<file path="src/rtl/w5300_interrupt_handler.sv">
// W5300 /INT service engine: reads and clears chip IR, then walks every
// flagged and enabled socket, reads Sn_IR, writes it back to clear it, and
// hands the flags upstream as one event per socket.
module w5300_interrupt_handler #(
  parameter logic [7:0] SOCK_MASK   = 8'h01,
  parameter int         HOLDOFF     = 16,
  parameter int         RSP_TIMEOUT = 255
) (
  input  logic        clk,
  input  logic        rst,
  input  logic        int_n,
  output logic        cmd_valid,
  input  logic        cmd_ready,
  output logic [26:0] cmd,
  input  logic        rsp_valid,
  input  logic [15:0] rsp_data,
  output logic        evt_valid,
  input  logic        evt_ready,
  output logic [2:0]  evt_sock,
  output logic [7:0]  evt_flags,
  output logic        chip_ir_valid,
  output logic [7:0]  chip_ir,
  output logic        timeout,
  output logic        busy
);

  typedef enum logic [3:0] {
    S_IDLE, S_RD_IR, S_W_IR, S_CLR_IR, S_SCAN,
    S_RD_SIR, S_W_SIR, S_WR_SIR, S_EVT, S_HOLD
  } state_e;

  localparam logic [15:0] HOLD_LAST = 16'(HOLDOFF - 1);
  localparam logic [15:0] TO_LAST   = 16'(RSP_TIMEOUT - 1);
  localparam logic [9:0]  IR_ADDR   = 10'h002;

  function automatic logic [9:0] sir_addr(input logic [2:0] n);
    return 10'h206 + {1'b0, n, 6'b0};
  endfunction

  state_e      state_q, state_d;
  logic        sync1_q, sync2_q;
  logic [7:0]  pend_q, pend_d;
  logic [15:0] cnt_q, cnt_d;
  logic        cmd_valid_q, cmd_valid_d;
  logic [26:0] cmd_q, cmd_d;
  logic        evt_valid_q, evt_valid_d;
  logic [2:0]  evt_sock_q, evt_sock_d;
  logic [7:0]  evt_flags_q, evt_flags_d;
  logic        chip_ir_valid_q, chip_ir_valid_d;
  logic [7:0]  chip_ir_q, chip_ir_d;
  logic        timeout_q, timeout_d;
  logic        busy_q, busy_d;
  logic [2:0]  low_idx;

  // Two-flop synchronizer for the asynchronous /INT pin; idles high.
  always_ff @(posedge clk or posedge rst) begin
    if (rst) begin
      sync1_q <= 1'b1;
      sync2_q <= 1'b1;
    end else begin
      sync1_q <= int_n;
      sync2_q <= sync1_q;
    end
  end

  // Lowest pending socket, so sockets are serviced in ascending order.
  always_comb begin
    low_idx = '0;
    for (int i = 7; i >= 0; i--)
      if (pend_q[i]) low_idx = 3'(i);
  end

  // Next state; every output is registered, so it is set on the transition
  // into the state that owns it.
  always_comb begin
    state_d         = state_q;
    pend_d          = pend_q;
    cnt_d           = cnt_q;
    cmd_valid_d     = cmd_valid_q;
    cmd_d           = cmd_q;
    evt_valid_d     = evt_valid_q;
    evt_sock_d      = evt_sock_q;
    evt_flags_d     = evt_flags_q;
    chip_ir_valid_d = 1'b0;
    chip_ir_d       = chip_ir_q;
    timeout_d       = 1'b0;
    case (state_q)
      S_IDLE: if (!sync2_q) begin
        state_d     = S_RD_IR;
        cmd_valid_d = 1'b1;
        cmd_d       = {1'b1, IR_ADDR, 16'hffff};
      end
      S_RD_IR: if (cmd_valid_q && cmd_ready) begin
        cmd_valid_d = 1'b0;
        cnt_d       = '0;
        state_d     = S_W_IR;
      end
      S_W_IR: begin
        if (rsp_valid) begin
          pend_d    = rsp_data[7:0] & SOCK_MASK;
          chip_ir_d = rsp_data[15:8];
          if (rsp_data[15:8] != 8'h00) begin
            chip_ir_valid_d = 1'b1;
            cmd_valid_d     = 1'b1;
            cmd_d           = {1'b0, IR_ADDR, rsp_data[15:8], 8'h00};
            state_d         = S_CLR_IR;
          end else begin
            state_d = S_SCAN;
          end
        end else if (cnt_q == TO_LAST) begin
          timeout_d = 1'b1;
          pend_d    = '0;
          cnt_d     = '0;
          state_d   = S_HOLD;
        end else begin
          cnt_d = cnt_q + 16'd1;
        end
      end
      S_CLR_IR: if (cmd_valid_q && cmd_ready) begin
        cmd_valid_d = 1'b0;
        state_d     = S_SCAN;
      end
      S_SCAN: begin
        if (pend_q == 8'h00) begin
          cnt_d   = '0;
          state_d = S_HOLD;
        end else begin
          evt_sock_d  = low_idx;
          cmd_valid_d = 1'b1;
          cmd_d       = {1'b1, sir_addr(low_idx), 16'hffff};
          state_d     = S_RD_SIR;
        end
      end
      S_RD_SIR: if (cmd_valid_q && cmd_ready) begin
        cmd_valid_d = 1'b0;
        cnt_d       = '0;
        state_d     = S_W_SIR;
      end
      S_W_SIR: begin
        if (rsp_valid) begin
          evt_flags_d = rsp_data[7:0];
          if (rsp_data[7:0] == 8'h00) begin
            // Socket flagged in IR but nothing left in Sn_IR: skip it.
            pend_d[evt_sock_q] = 1'b0;
            state_d            = S_SCAN;
          end else begin
            cmd_valid_d = 1'b1;
            cmd_d       = {1'b0, sir_addr(evt_sock_q), 8'h00, rsp_data[7:0]};
            state_d     = S_WR_SIR;
          end
        end else if (cnt_q == TO_LAST) begin
          timeout_d = 1'b1;
          pend_d    = '0;
          cnt_d     = '0;
          state_d   = S_HOLD;
        end else begin
          cnt_d = cnt_q + 16'd1;
        end
      end
      S_WR_SIR: if (cmd_valid_q && cmd_ready) begin
        cmd_valid_d = 1'b0;
        evt_valid_d = 1'b1;
        state_d     = S_EVT;
      end
      S_EVT: if (evt_ready) begin
        evt_valid_d        = 1'b0;
        pend_d[evt_sock_q] = 1'b0;
        state_d            = S_SCAN;
      end
      S_HOLD: begin
        // /INT is ignored here so a still-low pin is not re-serviced at once.
        if (cnt_q == HOLD_LAST) state_d = S_IDLE;
        else                    cnt_d   = cnt_q + 16'd1;
      end
      default: state_d = S_IDLE;
    endcase
    busy_d = !(state_d == S_IDLE || state_d == S_HOLD);
  end

  // State and output registers.
  always_ff @(posedge clk or posedge rst) begin
    if (rst) begin
      state_q         <= S_IDLE;
      pend_q          <= '0;
      cnt_q           <= '0;
      cmd_valid_q     <= 1'b0;
      cmd_q           <= '0;
      evt_valid_q     <= 1'b0;
      evt_sock_q      <= '0;
      evt_flags_q     <= '0;
      chip_ir_valid_q <= 1'b0;
      chip_ir_q       <= '0;
      timeout_q       <= 1'b0;
      busy_q          <= 1'b0;
    end else begin
      state_q         <= state_d;
      pend_q          <= pend_d;
      cnt_q           <= cnt_d;
      cmd_valid_q     <= cmd_valid_d;
      cmd_q           <= cmd_d;
      evt_valid_q     <= evt_valid_d;
      evt_sock_q      <= evt_sock_d;
      evt_flags_q     <= evt_flags_d;
      chip_ir_valid_q <= chip_ir_valid_d;
      chip_ir_q       <= chip_ir_d;
      timeout_q       <= timeout_d;
      busy_q          <= busy_d;
    end
  end

  assign cmd_valid     = cmd_valid_q;
  assign cmd           = cmd_q;
  assign evt_valid     = evt_valid_q;
  assign evt_sock      = evt_sock_q;
  assign evt_flags     = evt_flags_q;
  assign chip_ir_valid = chip_ir_valid_q;
  assign chip_ir       = chip_ir_q;
  assign timeout       = timeout_q;
  assign busy          = busy_q;

endmodule
</file>
<file path="config.mk">
export PLATFORM = sky130hd
export DESIGN_NAME = w5300_interrupt_handler
export DESIGN_NICKNAME = d
export VERILOG_FILES = /design/src/rtl/w5300_interrupt_handler.sv
export SDC_FILE = /design/constraint.sdc
export NUM_CORES = 1
export LEC_CHECK = 0
export CORE_ASPECT_RATIO = 1.2
export CORE_MARGIN = 2
export CORE_UTILIZATION = 50
export DETAILED_ROUTE_END_ITERATION = 8
export PLACE_DENSITY = 0.78
export SLEW_MARGIN = 5
export SYNTH_ARGS = -nofsm -noshare
export SYNTH_HDL_FRONTEND = slang
export SYNTH_SLANG_ARGS = --single-unit
</file>
<file path="constraint.sdc">
create_clock -name clk -period 3.25 [get_ports clk]
set_input_delay 0.4875 -clock clk [delete_from_list [all_inputs] [get_ports clk]]
set_output_delay 0.4875 -clock clk [all_outputs]
set_load 0.01 [all_outputs]
</file>
-- Yosys cells after proc, flatten, opt, wreduce, memory -nomap -nowiden
Cells that the tools add are included.
- register bits after elaboration: 81
- input bits: 22
- output and inout bits: 51
- logic and storage cells: 133
- add/sub/neg operators: 3
- order comparisons: 2
- equality and inequality tests: 26
- mux-type cells: 60
- bitwise operators: 3
- reductions and logical operators: 25
- operators with widths (operator ; number):
    $mux 27 ; 6
    $pmux 27 s4 ; 1
    $mux 16 ; 5
    $pmux 16 s4 ; 1
    $mux 4 ; 11
    $mux 8 ; 5
    $pmux 4 s10 ; 1
    $mux 3 ; 9
    $pmux 8 s3 ; 1
    $ne 2x2->1 const B ; 11
    $add 10x9->10 const A ; 2
    $add 16x1->16 const B ; 1
    $eq 16x4->1 const B ; 1
    $eq 16x8->1 const B ; 1
    $eq 4x3->1 const B ; 4
    $logic_not 8->1 ; 2
    $mux 1 ; 16
    $eq 4x4->1 const B ; 3
    $and 8x8->8 ; 1
    $eq 4x2->1 const B ; 2
    $logic_not 4->1 ; 2
    $not 8->8 ; 1
    $reduce_and 8->1 ; 1
    $reduce_bool 4->1 ; 2
    other kinds (23) ; 29

-- Logic depth before layout (Yosys ltp)
Gate-level depths: netlist of the first run.
- word-level depth: 11
- depth in mapped cells: 9
- mapped depth without buffers: 8

-- Least setup slack after synthesis of the first run
Ideal clock, no wire load.
- path type: register to register
- start point: reg pend_q[4]
- end point: reg cnt_q[10]
- setup time: 0.095 ns
- data arrival time: 2.128 ns
- required time: 3.155 ns
- path slack: 1.026 ns
- stages on the path, launching flop included: 8
- buffers on the path: 1
- clock period less this slack: 2.224 ns
- cells stage by stage: dfrtp_1 or4_4 o41ai_4 o21ai_2 a21o_4 or2_4 buf_6 o31ai_1
- longest elaborated chain between the ends: 3
- ends and longest elaborated chain (item ; line ; text):
    start: declaration ; 42 ; logic [7:0] pend_q, pend_d;
    start signal: assignment ; 197 ; pend_q <= pend_d;
    $logic_not 8->1 ; 124 ; if (pend_q == 8'h00) begin
    $ne 2x2->1 (no source line) ; n/a ;
    $reduce_and 5->1 (no source line) ; n/a ;
    end signal: assignment ; 198 ; cnt_q <= cnt_d;
    end: declaration ; 43 ; logic [15:0] cnt_q, cnt_d;
Every way passes these cells.
A chain may end at the register's enable or synchronous reset.

-- Final worst setup path of the first run
- start point: reg state_q[2]
- end point: reg cmd_q[1], in the netlist cmd[1]
- longest elaborated chain between the ends: 3
- elaborated cells on any way between the ends: 13
- those cells by class: 9 x eq/ne; 1 x mux; 3 x reduce/logical
- ends and longest elaborated chain (item ; line ; text):
    start: declaration ; 40 ; state_e state_q, state_d;
    start signal: assignment ; 196 ; state_q <= state_d;
    $eq 4x3->1 (tied with other cells) ; 87 ; case (state_q)
    $reduce_bool 4->1 (no source line) or $ne 2x2->1 (tied branches) ; n/a ;
    $reduce_and 7->1 (no source line) ; n/a ;
    end signal: assignment ; 200 ; cmd_q <= cmd_d;
    end: declaration ; 45 ; logic [26:0] cmd_q, cmd_d;
Parallel ways exist; a longest one is shown, timed or not.

==> impl_summary.md, run 1 <==
Timing
The count of final hold-check violations is 0. The clock skew after layout is 9.183 ps. The post-route worst setup slack is 522.5 ps. The fraction of the cycle the final worst path needs is 83.92%. The pin slew with the least headroom to its limit is 749.1 ps. The final-report max-slew violation count is 0. The relative max-transition margin is 49.79%.

The aggregate negative setup slack is 0 ps. Static timing analysis puts the maximum clock frequency at 366.6 MHz. Setup violations remaining at the end of the flow were counted as 0. Setup repair after global routing left no endpoint under its margin. The final critical-path required period is 2727 ps.

Yosys
After synthesis, the most frequently instantiated cells are sky130_fd_sc_hd__dfrtp_1 (74), sky130_fd_sc_hd__nand2_1 (50), sky130_fd_sc_hd__a21oi_1 (45). The sequential-to-total area share from yosys stat is 50.80%. The dominant register cell in the synthesized netlist is sky130_fd_sc_hd__dfrtp_1. The post-synthesis instance total is 403. After synthesis, the cell types taking the most area are sky130_fd_sc_hd__dfrtp_1 (49%), sky130_fd_sc_hd__a21oi_1 (6.0%), sky130_fd_sc_hd__nand2_1 (5.0%). The count of warnings emitted by yosys is 0. The number of synthesized flops with an enable pin is 0. The proportion of netlist area held by the largest area contributor is 49.40%.

The number of flip-flops and latches in the synthesized netlist is 76. The most common cell in the synthesized netlist is sky130_fd_sc_hd__dfrtp_1. The netlist uses 56 different library cells. The biggest area consumer among synthesized cells is sky130_fd_sc_hd__dfrtp_1. The share of flip-flops with an asynchronous set or reset after synthesis is 100.0%. The combined area of all synthesized cells is 0.003749 mm^2.

The synthesized area per cell is 9.302 um^2.

Place
The sum of net half-perimeters after detailed placement is 6.886 mm. In this run, placement finished with an instance count of 544. The placed instances occupy a cell area of 0.004483 mm^2.

During placement, the flow inserted port buffers numbering 68. The congestion estimate from routability-driven global placement came to 0.8817. Before CTS, the worst setup slack after placement is 397.5 ps.

Global route
After global routing the overflow that remains totals 0. The total global-route track usage is 23.51%. The first global-routing pass estimated 15.46 mm of wire. The number of global-route vias before repair is 3,142. The number of antenna violations at the first check in global routing is 0. Entering global routing, the biggest net connects 35 pins.

Clocking
Buffers inserted during clock tree synthesis total 9. The worst-case clock buffer depth is 2. Clock tree synthesis found a total of 76 sinks. TritonCTS built the clock tree.

Post-CTS repair changed the size of 0 cells. Hold repair after CTS inserted 0 buffers. After clock tree synthesis, the clock-pin slew on the worst setup and hold paths is 80 ps. The buffer count from post-CTS setup fixing is 0. The tree is rooted in a sky130_fd_sc_hd__clkbuf_8. The H-tree depth reported by CTS is 3. At the later pin of the worst-skew pair, clock insertion delay measures 340 ps.

Detailed routing
The wire length reported by the detailed router is 9.542 mm. The DRC violation count after routing is 0. In the final routed layout, each cell accounts on average for 17.04 um.

In the routed layout, each cell is associated on average with a via count of 5.886. The final antenna-violating net count is 0. Before antenna repair, the detailed router went through 5 iterations. The iteration-0 DRC count of the detailed router is 275.

The vias after detailed routing is 3,296.

Pwr
Sequential cells account for 38.6% of the total power. The leakage power of the design is 1.978 nW. The ratio of total power to cell area is 787.5 mW/mm^2. The combinational cell fraction of total power is 42.0%.

The internal power is 2.286 mW. The worst supply voltage drop on vdd is 0.4322 mV. In this run switching power makes up 37.93% of total power. Summed over all nets, the switching power comes to 1.396 mW. The clock network burns 19.3% of the power.

Worst setup path
The startpoint-to-endpoint class of the critical path is reg2reg. Of all nets on the critical path, the largest fanout is 28. The worst endpoint required time is 3500 ps. The worst setup path is launched from a flip-flop.

The number of cells on the worst reg-to-reg path is 7. Data arrives at the worst endpoint at 2980 ps. The worst register-to-register path begins at state_q[2]. The endpoint identified for the worst register-to-register timing path is cmd[1].

The slack of the worst reg-to-reg path is 520 ps. The worst setup path is captured at a flip-flop.

Worst hold path
Along the worst hold path, the cell count comes to 0. The startpoint identified for the worst hold timing path is sync1_q. The hold-critical path endpoint is sync2_q. The class of the worst hold path is reg2reg.

Final layout
The finished cells cover 0.004676 mm^2. For this run, the number of standard cells in the final layout without fillers is 560. The area added between synthesis and finish is 24.73%.

Cells with a size suffix above 1 make up 9.787% of the layout. The repair_antennas step left the layout with diodes totalling 0. The layout has 602 filler cells.

The number of nets in the final layout is 489.

Floorplanning
The floorplan core area is 0.007274 mm^2. During I/O placement, the number of pins put on the boundary was 73. The width of the chip is 83.04 um. The die covers 0.008209 mm^2. The die is 98.85 um tall. For this configuration, the core starts out at a cell density of 51.53%. The standard-cell row count is 34.

Run status
The run finished with clean final reports.

Run
Across the run, the number of max-cap violations was 0.
## layout make-up
cell class / count / area, um^2 / share of cell area (%)
sequential: 76 / 1904 / 40.73
inverter: 9 / 33.78 / 0.7225
timing repair buffer: 76 / 740.7 / 15.84
tap: 90 / 112.6 / 2.408
clock buffer: 11 / 131.4 / 2.810
multi-input combinational: 293 / 1692 / 36.18
clock inverter: 5 / 61.31 / 1.311
## worst max-delay path by stage
stage	slack (ps)	startpoint	to
detailed placement	400	rsp_data[0]	cmd[10]
global route	220	state_q[2]	cmd[1]
global placement	430	rsp_data[0]	cmd[5]
floorplan	830	rst	busy
CTS	570	state_q[2]	cmd[1]
finish	520	state_q[2]	cmd[1]
## layer usage
| layer | global-route usage (%) | vias up | part of all wire [%] |
|---|---|---|---|
| met1 | 29.89 | 1607 | 41 |
| met4 | 8.575 | 0 | 1.5 |
| met3 | 5.360 | 17 | 5.3 |
| li1 | - | 1550 | - |
| met2 | 39.52 | 122 | 52 |
| met5 | 0 | - | 0 |
## kinds of logic after synthesis
| logic type | count (synthesis) | share of synthesized area [%] |
|---|---|---|
| mux | 12 | 3.538 |
| other cells | 1 | 0.1000 |
| fa+ha+maj | 2 | 0.6675 |
| xor+xnor | 1 | 0.2337 |
| buf+inv | 37 | 4.506 |
| simple gates | 153 | 19.76 |
| compound gates | 121 | 20.39 |
| flops | 76 | 50.80 |
## power groups by stage
stage          Combinational (mW)  Clock, mW  Sequential (mW)
2_1_floorplan               0.856          0             1.44
3_3_place_gp                 1.50          0             1.43
3_5_place_dp                 1.54          0             1.44
4_1_cts                      1.55      0.724             1.42
5_1_grt                      1.69      0.776             1.46
6_report                     1.55      0.712             1.42
## metrics by stage
| stage | hold slack [ps] | util [%] | total power, mW |
|---|---|---|---|
| floorplan | 345.2 | - | 2.297 |
| global placement | 347.6 | 61.63 | 2.933 |
| detailed placement | 353.5 | 61.63 | 2.975 |
| CTS | 364.3 | 64.28 | 3.695 |
| global route | 369.8 | 64.28 | 3.918 |
| finish | 365.9 | 64.28 | 3.682 |
## registers in the layout, summed over array words and instances, names as in the netlist, 3 cells and up
register	cells
evt_sock	3
cnt_q	16
pend_q	8
evt_flags	8
state_q	4
cmd	22
chip_ir	8
## cells in the final DEF (no fill, tap or decap), types with 3 or more instances in the layout
master / n
sky130_fd_sc_hd__nand2b_1: 6
sky130_fd_sc_hd__buf_4: 8
sky130_fd_sc_hd__a22oi_1: 3
sky130_fd_sc_hd__or2_2: 3
sky130_fd_sc_hd__nor2b_1: 6
sky130_fd_sc_hd__a21oi_1: 45
sky130_fd_sc_hd__dfrtp_1: 74
sky130_fd_sc_hd__o21ai_0: 25
sky130_fd_sc_hd__nor2_1: 43
sky130_fd_sc_hd__clkbuf_8: 9
sky130_fd_sc_hd__clkdlybuf4s50_1: 68
sky130_fd_sc_hd__nand4_1: 6
sky130_fd_sc_hd__nor3_1: 4
sky130_fd_sc_hd__mux2_2: 10
sky130_fd_sc_hd__and3_1: 4
sky130_fd_sc_hd__conb_1: 4
sky130_fd_sc_hd__nand2_1: 50
sky130_fd_sc_hd__o31ai_1: 7
sky130_fd_sc_hd__inv_1: 8
sky130_fd_sc_hd__clkinvlp_4: 3
sky130_fd_sc_hd__a31oi_1: 5
sky130_fd_sc_hd__nor4_1: 9
sky130_fd_sc_hd__nor3b_1: 3
sky130_fd_sc_hd__nand3_1: 7
sky130_fd_sc_hd__o21a_1: 4
sky130_fd_sc_hd__o21ai_1: 7
sky130_fd_sc_hd__a21boi_0: 5
## critical path: stages (launching register included)
cell	delay, ps
sky130_fd_sc_hd__dfrtp_1	740
sky130_fd_sc_hd__inv_1	350
sky130_fd_sc_hd__nand2_1	180
sky130_fd_sc_hd__mux2i_1	120
sky130_fd_sc_hd__nor3_2	600
sky130_fd_sc_hd__buf_4	390
sky130_fd_sc_hd__nor2_1	70
sky130_fd_sc_hd__a21oi_1	160
Note: power is estimated with default switching activity, not from simulation.
==> inputs of run 2 (changes only) <==
==> constraint.sdc (replaced) <==
create_clock -name clk -period 2.7 [get_ports clk]
set_input_delay 0.405 -clock clk [delete_from_list [all_inputs] [get_ports clk]]
set_output_delay 0.405 -clock clk [all_outputs]
set_load 0.01 [all_outputs]
==> run 2 against run 1 <==
Effect of this change: final cell count increased by 2.0%; sequential share of layout area is 0.82 points lower; via count grew 0.76%; critical path depth unchanged; die area is the same; power is 22% higher; first-iteration DRC count shrank 21%; worst hold slack got worse by 7.2 ps; core utilization grew 1.3 points; routed wire length down 0.13%.
==> impl_summary.md, run 2 (synthesis results as in run 1) <==
Timing
The final-report max-slew violation count came to 0 (unchanged). The fraction of the cycle the final worst path needs was 91.11% (+7.2 points). The final critical-path required period is 2460 ps (-267.4 ps).

The worst hold margin is 358.8 ps (-7.159 ps). The count of final hold-check violations is 0 (unchanged). The maximum clock frequency is 406.5 MHz (+11%).

The aggregate negative setup slack came to 0 ps (unchanged). The relative max-transition margin is 42.56% (-7.2 points). The clock skew after layout is 10.60 ps (+1.420 ps). Setup repair after global routing left no endpoint under its margin. The post-route worst setup slack was 240.0 ps (-282.6 ps).

The final count of negative-setup-slack endpoints came to 0 (unchanged). The pin slew with the least headroom to its limit is 856.9 ps (+107.8 ps).

Run
The number of maximum-capacitance constraint violations came to 0 (unchanged).

Final layout
The count of placed standard cells in the final layout, fillers left out is 571 (+2.0%). The number of flip-flops in the largest register was 22 (unchanged). The fraction of layout instances using a drive strength above 1 came to 12.27% (+2.5 points). The area added between synthesis and finish is 27.30%. The core occupancy in the finished layout was 65.60% (+1.3 points). The number of nets in the final layout is 500 (+2.2%). The number of antenna cells inserted is 0 (unchanged). The area of all placed cells without fillers came to 0.004772 mm^2 (+2.1%). The library cells used most frequently in the layout, excluding fill and tap cells, are sky130_fd_sc_hd__dfrtp_1 (74), sky130_fd_sc_hd__clkdlybuf4s50_1 (68), sky130_fd_sc_hd__nand2_1 (50). The most common library cell in the layout ignoring fill and taps is sky130_fd_sc_hd__dfrtp_1.

Detailed routing
The via count normalized by instance count is 5.816 (-1.2%). The vias after detailed routing is 3,321 (+0.76%). The mean routed wirelength per cell is 16.69 um (-2.0%). The final antenna-violating net count came to 0 (unchanged). The detailed-router iteration count before antenna repair is 5 (unchanged). The DRC violation count after routing is 0 (unchanged). The wire length reported by the detailed router came to 9.530 mm (-0.13%). The iteration-0 DRC count of the detailed router is 218 (-21%).

Global route
The global routing usage on met2 was 38.34% (-1.2 points). The maximum number of pins on one net before global-route repair was 77 (+120%). The fraction of met1 tracks used by global routing came to 31.58% (+1.7 points). The number of antenna violations at the first check in global routing is 0 (unchanged).

The total global-route track usage is 23.44% (-0.076 points). The met3 layer usage reported by global route is 3.853% (-1.5 points). The overall overflow remaining after global route is 0 (unchanged). The first-pass GRT wire length is 15.48 mm (+0.14%). The number of global-route vias before repair is 3,145 (+0.095%). The global-route layer with the greatest usage is met2.

Worst setup path
The arrival time at the worst endpoint was 2730 ps (-250 ps). The largest fanout of any net on the critical path is 28 (unchanged). The cell family with the largest share of critical-path delay is simple AND/OR/NAND/NOR gates. The endpoint class of the critical path is a flip-flop. Traced cell by cell, the critical path runs through nor4bb_1 > a31oi_1 > o311ai_1 > nor3_2 > buf_12 > nor2_1 > a21oi_1.

The stage delay of the slowest cell on the critical path is 730 ps (about the same). The kind of start point of the critical path is a flip-flop. The slowest stage of the critical path belongs to the cell sky130_fd_sc_hd__nor3_2. The startpoint-to-endpoint class of the critical path is reg2reg.

The number of buffer and inverter stages on the critical path is 1 (-1). The worst endpoint required time is 2970 ps (-530 ps).

Clocking
TritonCTS built the clock tree. The count of hold-fix buffers inserted at cts is 0 (unchanged). The insertion delay of the later-clocked pin in the worst-skew pair came to 360 ps (+20 ps). The number of gates resized after cts is 0 (unchanged). The H-tree depth reported by CTS is 3 (unchanged). The clock transition at the registers of the reported paths was 90 ps (about the same). The worst-case clock buffer depth is 2 (unchanged). The number of buffers added by the clock tree synthesis step is 9 (unchanged). The clock sink total came to 76 (unchanged). The tree is rooted in a sky130_fd_sc_hd__clkbuf_8. The buffer count from post-CTS setup fixing is 0 (unchanged).

Pwr
The switching part of the total is 38.90% (+0.97 points). The internal power is 2.749 mW (+20%). The worst supply voltage drop on vdd is 0.5384 mV (+25%). The final total power was 4.499 mW (+22%).

The ratio of total power to cell area was 942.8 mW/mm^2 (+20%). The switching power is 1.750 mW (+25%). The portion of total power attributed to the clock network is 18.2% (-1.1 points). The combinational cell fraction of total power came to 43.5% (+1.5 points).

The sequential fraction of design power is 38.3% (-0.3 points). The leakage power of the design was 2.043 nW (+3.2%).

Place
The post-detailed-placement cell area is 0.004591 mm^2 (+2.4%). The post-placement setup slack is 64.48 ps (-333.0 ps). The count of input and output buffers came to 68 (unchanged). The cell count after placement is 555 (+2.0%). The final RePlAce weighted congestion is 0.8720 (-1.1%). The sum of net half-perimeters after detailed placement came to 6.826 mm (-0.88%).

Floorplanning
The standard-cell row count is 34 (unchanged). The width of the chip is 83.04 um (unchanged). The floorplan core area is 0.007274 mm^2 (unchanged). The count of pins on the block boundary is 73 (unchanged). The starting density of the core is 51.53% (unchanged). The height of the die is 98.85 um (unchanged). The die outline area is 0.008209 mm^2 (unchanged).

Run status
The flow ran to the end, and the final reports show no timing, DRC or antenna violations.

Worst hold path
The class of the worst hold path is reg2reg.
[run 2: cell types whose count changed in the layout (fill, tap and decap cells not counted), sizes merged]
cell      previous run  this run
clkinvlp             3         2
clkbuf              11         9
inv                 10        13
clkinv               0         1
bufinv               1         0
buf                  8        19
[run 2: final timing paths]
kind	startpoint	end	slack (ps)	cells past startpoint
worst max-delay path	state_q[2]	cmd[4]	240	7
worst min-delay path	sync1_q	sync2_q	360	0
worst max register to register	state_q[2]	cmd[4]	240	7
worst min register to register	sync1_q	sync2_q	360	0
max in group asynchronous	rst	cnt_q[12]	1920	3
min in group asynchronous	rst	evt_flags[7]	430	3
[run 2: routing by layer]
layer | wire (um) | share of wire, % | vias to the layer above
li1 | - | - | 1570
met1 | 4151 | 44 | 1631
met2 | 4765 | 50 | 107
met3 | 464 | 4.9 | 13
met4 | 148 | 1.6 | 0
met5 | 0 | 0 | -
[run 2: power groups by stage]
stage          registers [mW]  clock network [mW]  logic [mW]
5_1_grt                  1.76               0.868        2.13
3_3_place_gp             1.73                   0        1.90
6_report                 1.72               0.818        1.96
3_5_place_dp             1.74                   0        1.94
2_1_floorplan            1.73                   0        1.03
4_1_cts                  1.72               0.828        1.96
[run 2: area by class of cell]
| type | count | area, um^2 |
|---|---|---|
| sequential | 76 | 1904 |
| timing repair buffer | 87 | 848.3 |
| fill | 560 | 2502 |
| inverter | 9 | 33.78 |
| clock buffer | 9 | 123.9 |
| tap | 90 | 112.6 |
| multi-input combinational | 293 | 1692 |
| clock inverter | 7 | 57.56 |
==> inputs of run 3 (changes only) <==
--- a/config.mk
+++ b/config.mk
@@ -6,7 +6,7 @@
 export NUM_CORES = 1
 export LEC_CHECK = 0
 export CORE_ASPECT_RATIO = 1.2
-export CORE_MARGIN = 2
+export CORE_MARGIN = 3
 export CORE_UTILIZATION = 50
 export DETAILED_ROUTE_END_ITERATION = 8
 export PLACE_DENSITY = 0.78
==> run 3 against run 2 <==
Effect of this change: sequential share of layout area decreased by 0.23 points; setup slack improved by 55 ps; first-iteration DRC count rose by 23%; maximum frequency is 2.3% higher; critical path depth shrank 1; count of clock-buffer cells in the layout is 1 higher; cell area increased by 0.58%; via count rose by 0.75%; power increased by 2.9%; sequential power hardly changed; clock skew decreased by 2.4 ps; non-clock buffer count increased by 1.
==> impl_summary.md, run 3 (synthesis results as in run 1) <==
Pwr
The ratio of total power to cell area is 964.6 mW/mm^2 (+2.3%). The internal power is 2.931 mW (+6.6%). The switching part of the total is 36.68% (-2.2 points).

The worst supply voltage drop on vdd was 0.5434 mV (+0.93%). The switching power is 1.698 mW (-3.0%). The sequential fraction of design power was 36.6% (-1.7 points). The leakage power of the design is 2.061 nW (+0.92%). The combinational cell fraction of total power is 43.4% (about the same). The portion of total power attributed to the clock network came to 20.0% (+1.8 points).

Worst setup path
The number of buffer and inverter stages on the critical path was 0 (-1). In this run the worst setup path terminates at cnt_q[5]. The largest individual stage delay along the critical path comes from the cell sky130_fd_sc_hd__dfrtp_1. The logic depth of the worst setup path including buffers was 6 (-1). The cell family with the largest share of critical-path delay is compound AO/OA/AOI/OAI gates. Walking the worst path, the cells encountered are nor2b_1 > a2111oi_0 > o21ai_2 > a21o_4 > or2_4 > o31ai_1.

The stage delay of the slowest cell on the critical path is 580 ps (-150 ps). The arrival time at the worst endpoint was 2660 ps (-70 ps). The worst reg2reg path depth is 6 (-1).

The slack of the worst reg-to-reg path came to 300 ps (+60 ps). The endpoint class of the critical path is a flip-flop. The critical path in this run is classified as reg2reg. The most critical setup path has its startpoint at state_q[0].

The largest fanout of any net on the critical path is 17 (-39%). The kind of start point of the critical path is a flip-flop. The end of the worst register-to-register path is cnt_q[5].

The worst endpoint required time is 2960 ps (about the same). The startpoint of the worst register-to-register path is state_q[0].

Timing
The fraction of the cycle the final worst path needs is 89.07% (-2.0 points). The final count of negative-setup-slack endpoints is 0 (unchanged). The final-report max-slew violation count is 0 (unchanged). The final critical-path required period is 2405 ps (-55.14 ps). The pin slew with the least headroom to its limit is 684.8 ps (-172.1 ps). The relative max-transition margin is 54.10% (+12 points).

The maximum clock frequency came to 415.8 MHz (+2.3%). The clock skew after layout came to 8.167 ps (-2.436 ps). Setup repair after global routing left no endpoint under its margin.

The count of final hold-check violations was 0 (unchanged). The aggregate negative setup slack was 0 ps (unchanged).

Detailed routing
The iteration-0 DRC count of the detailed router is 269 (+23%). The wire length reported by the detailed router is 9.678 mm (+1.6%). The via count normalized by instance count is 5.891 (+1.3%).

The detailed-router iteration count before antenna repair came to 5 (unchanged). The final antenna-violating net count is 0 (unchanged). The DRC violation count after routing is 0 (unchanged).

The vias after detailed routing is 3,346 (+0.75%). The mean routed wirelength per cell came to 17.04 um (+2.1%).

Global route
The overall overflow remaining after global route is 0 (unchanged). The total global-route track usage was 23.98% (+0.54 points). The first-pass GRT wire length came to 16.37 mm (+5.7%). The maximum number of pins on one net before global-route repair is 32 (-58%). The number of antenna violations at the first check in global routing came to 0 (unchanged). The number of global-route vias before repair is 3,376 (+7.3%).

Clocking
The H-tree depth reported by CTS is 3 (unchanged). The insertion delay of the later-clocked pin in the worst-skew pair is 360 ps (about the same). The clock sink total is 76 (unchanged).

TritonCTS built the clock tree. The tree is rooted in a sky130_fd_sc_hd__clkbuf_8. The worst-case clock buffer depth came to 2 (unchanged). The buffer count from post-CTS setup fixing is 0 (unchanged). The clock transition at the registers of the reported paths is 80 ps (about the same).

The number of gates resized after cts is 0 (unchanged). The number of buffers added by the clock tree synthesis step is 9 (unchanged). The count of hold-fix buffers inserted at cts was 0 (unchanged).

Place
The post-detailed-placement cell area is 0.004594 mm^2 (about the same). The final RePlAce weighted congestion is 0.8893 (+2.0%). The sum of net half-perimeters after detailed placement is 7.212 mm (+5.7%).

The cell count after placement is 553 (-0.36%). The count of input and output buffers is 68 (unchanged).

Floorplanning
The starting density of the core was 53.09% (+1.6 points). The die outline area is 0.008576 mm^2 (+4.5%). The standard-cell row count is 33 (-2.9%). The width of the chip is 85.04 um (+2.4%). The height of the die is 100.9 um (+2.0%).

The count of pins on the block boundary is 73 (unchanged). The floorplan core area was 0.007061 mm^2 (-2.9%).

Final layout
The area added between synthesis and finish is 28.04%. The number of nets in the final layout is 501 (+0.20%). The area of all placed cells without fillers came to 0.004800 mm^2 (+0.58%). The number of inserted filler cells in the final layout is 547 (-2.3%). The number of antenna cells inserted is 0 (unchanged). Leaving out fill and tap cells, the most frequent cells in the layout are sky130_fd_sc_hd__dfrtp_1 (74), sky130_fd_sc_hd__clkdlybuf4s50_1 (68), sky130_fd_sc_hd__nand2_1 (50). The count of placed standard cells in the final layout, fillers left out is 568 (-0.53%). The number of flip-flops in the largest register is 22 (unchanged). The fraction of layout instances using a drive strength above 1 is 12.06% (-0.21 points). The most common library cell in the layout ignoring fill and taps is sky130_fd_sc_hd__dfrtp_1.

Run status
The run finished with clean final reports.

Worst hold path
The class of the worst hold path is in2async.

Run
The number of maximum-capacitance constraint violations is 0 (unchanged).
==> run 3: metal layers <==
layer / routed length [um] / vias to the layer above / global-route usage [%]
met1: 4005 / 1634 / 29.16
met2: 4984 / 104 / 41.03
met4: 306 / 0 / 11.08
met3: 382 / 25 / 4.579
met5: 0 / - / 0
li1: - / 1583 / -
==> run 3: worst min-delay path by stage <==
stage | startpoint | depth (start not counted) | end | slack [ps]
after global placement | sync1_q | 0 | sync2_q | 350
after floorplan | sync1_q | 0 | sync2_q | 350
after global routing | rst | 2 | evt_flags[3] | 320
after detailed placement | sync1_q | 0 | sync2_q | 350
final | rst | 2 | evt_flags[3] | 310
after CTS | rst | 2 | evt_flags[3] | 310
==> run 3: final cells by class <==
cell class	count	area [um^2]	share of cell area [%]
sequential	76	1904	39.68
multi-input combinational	293	1692	35.25
timing repair buffer	88	855.8	17.83
clock buffer	10	127.6	2.659
tap	87	108.9	2.268
clock inverter	5	77.57	1.616
inverter	9	33.78	0.7039
==> run 3: metrics by stage <==
stage	power, mW	hold slack [ps]	utilization (%)	setup slack [ps]
6_report	4.630	307.9	67.98	295.1
5_1_grt	4.924	320.9	67.98	100.3
4_1_cts	4.649	310.4	67.98	311.1
3_5_place_dp	3.719	350.1	65.07	80.89
3_3_place_gp	3.644	345.7	65.07	206.9
2_1_floorplan	2.764	345.2	-	360.0
==> run 3: worst register-to-register path, delay by kind of cell, from the launching register on <==
family | cells | cell delay [ps]
AOI/OAI and AO/OA | 4 | 1150
DFF | 1 | 580
and+or+nand+nor | 2 | 580
==> run 3: power by group through the flow <==
stage | logic [mW] | clock network [mW] | registers (mW)
floorplan | 1.03 | 0 | 1.73
global placement | 1.95 | 0 | 1.70
detailed placement | 2.01 | 0 | 1.71
CTS | 2.02 | 0.941 | 1.69
global route | 2.20 | 0.993 | 1.74
finish | 2.01 | 0.928 | 1.69
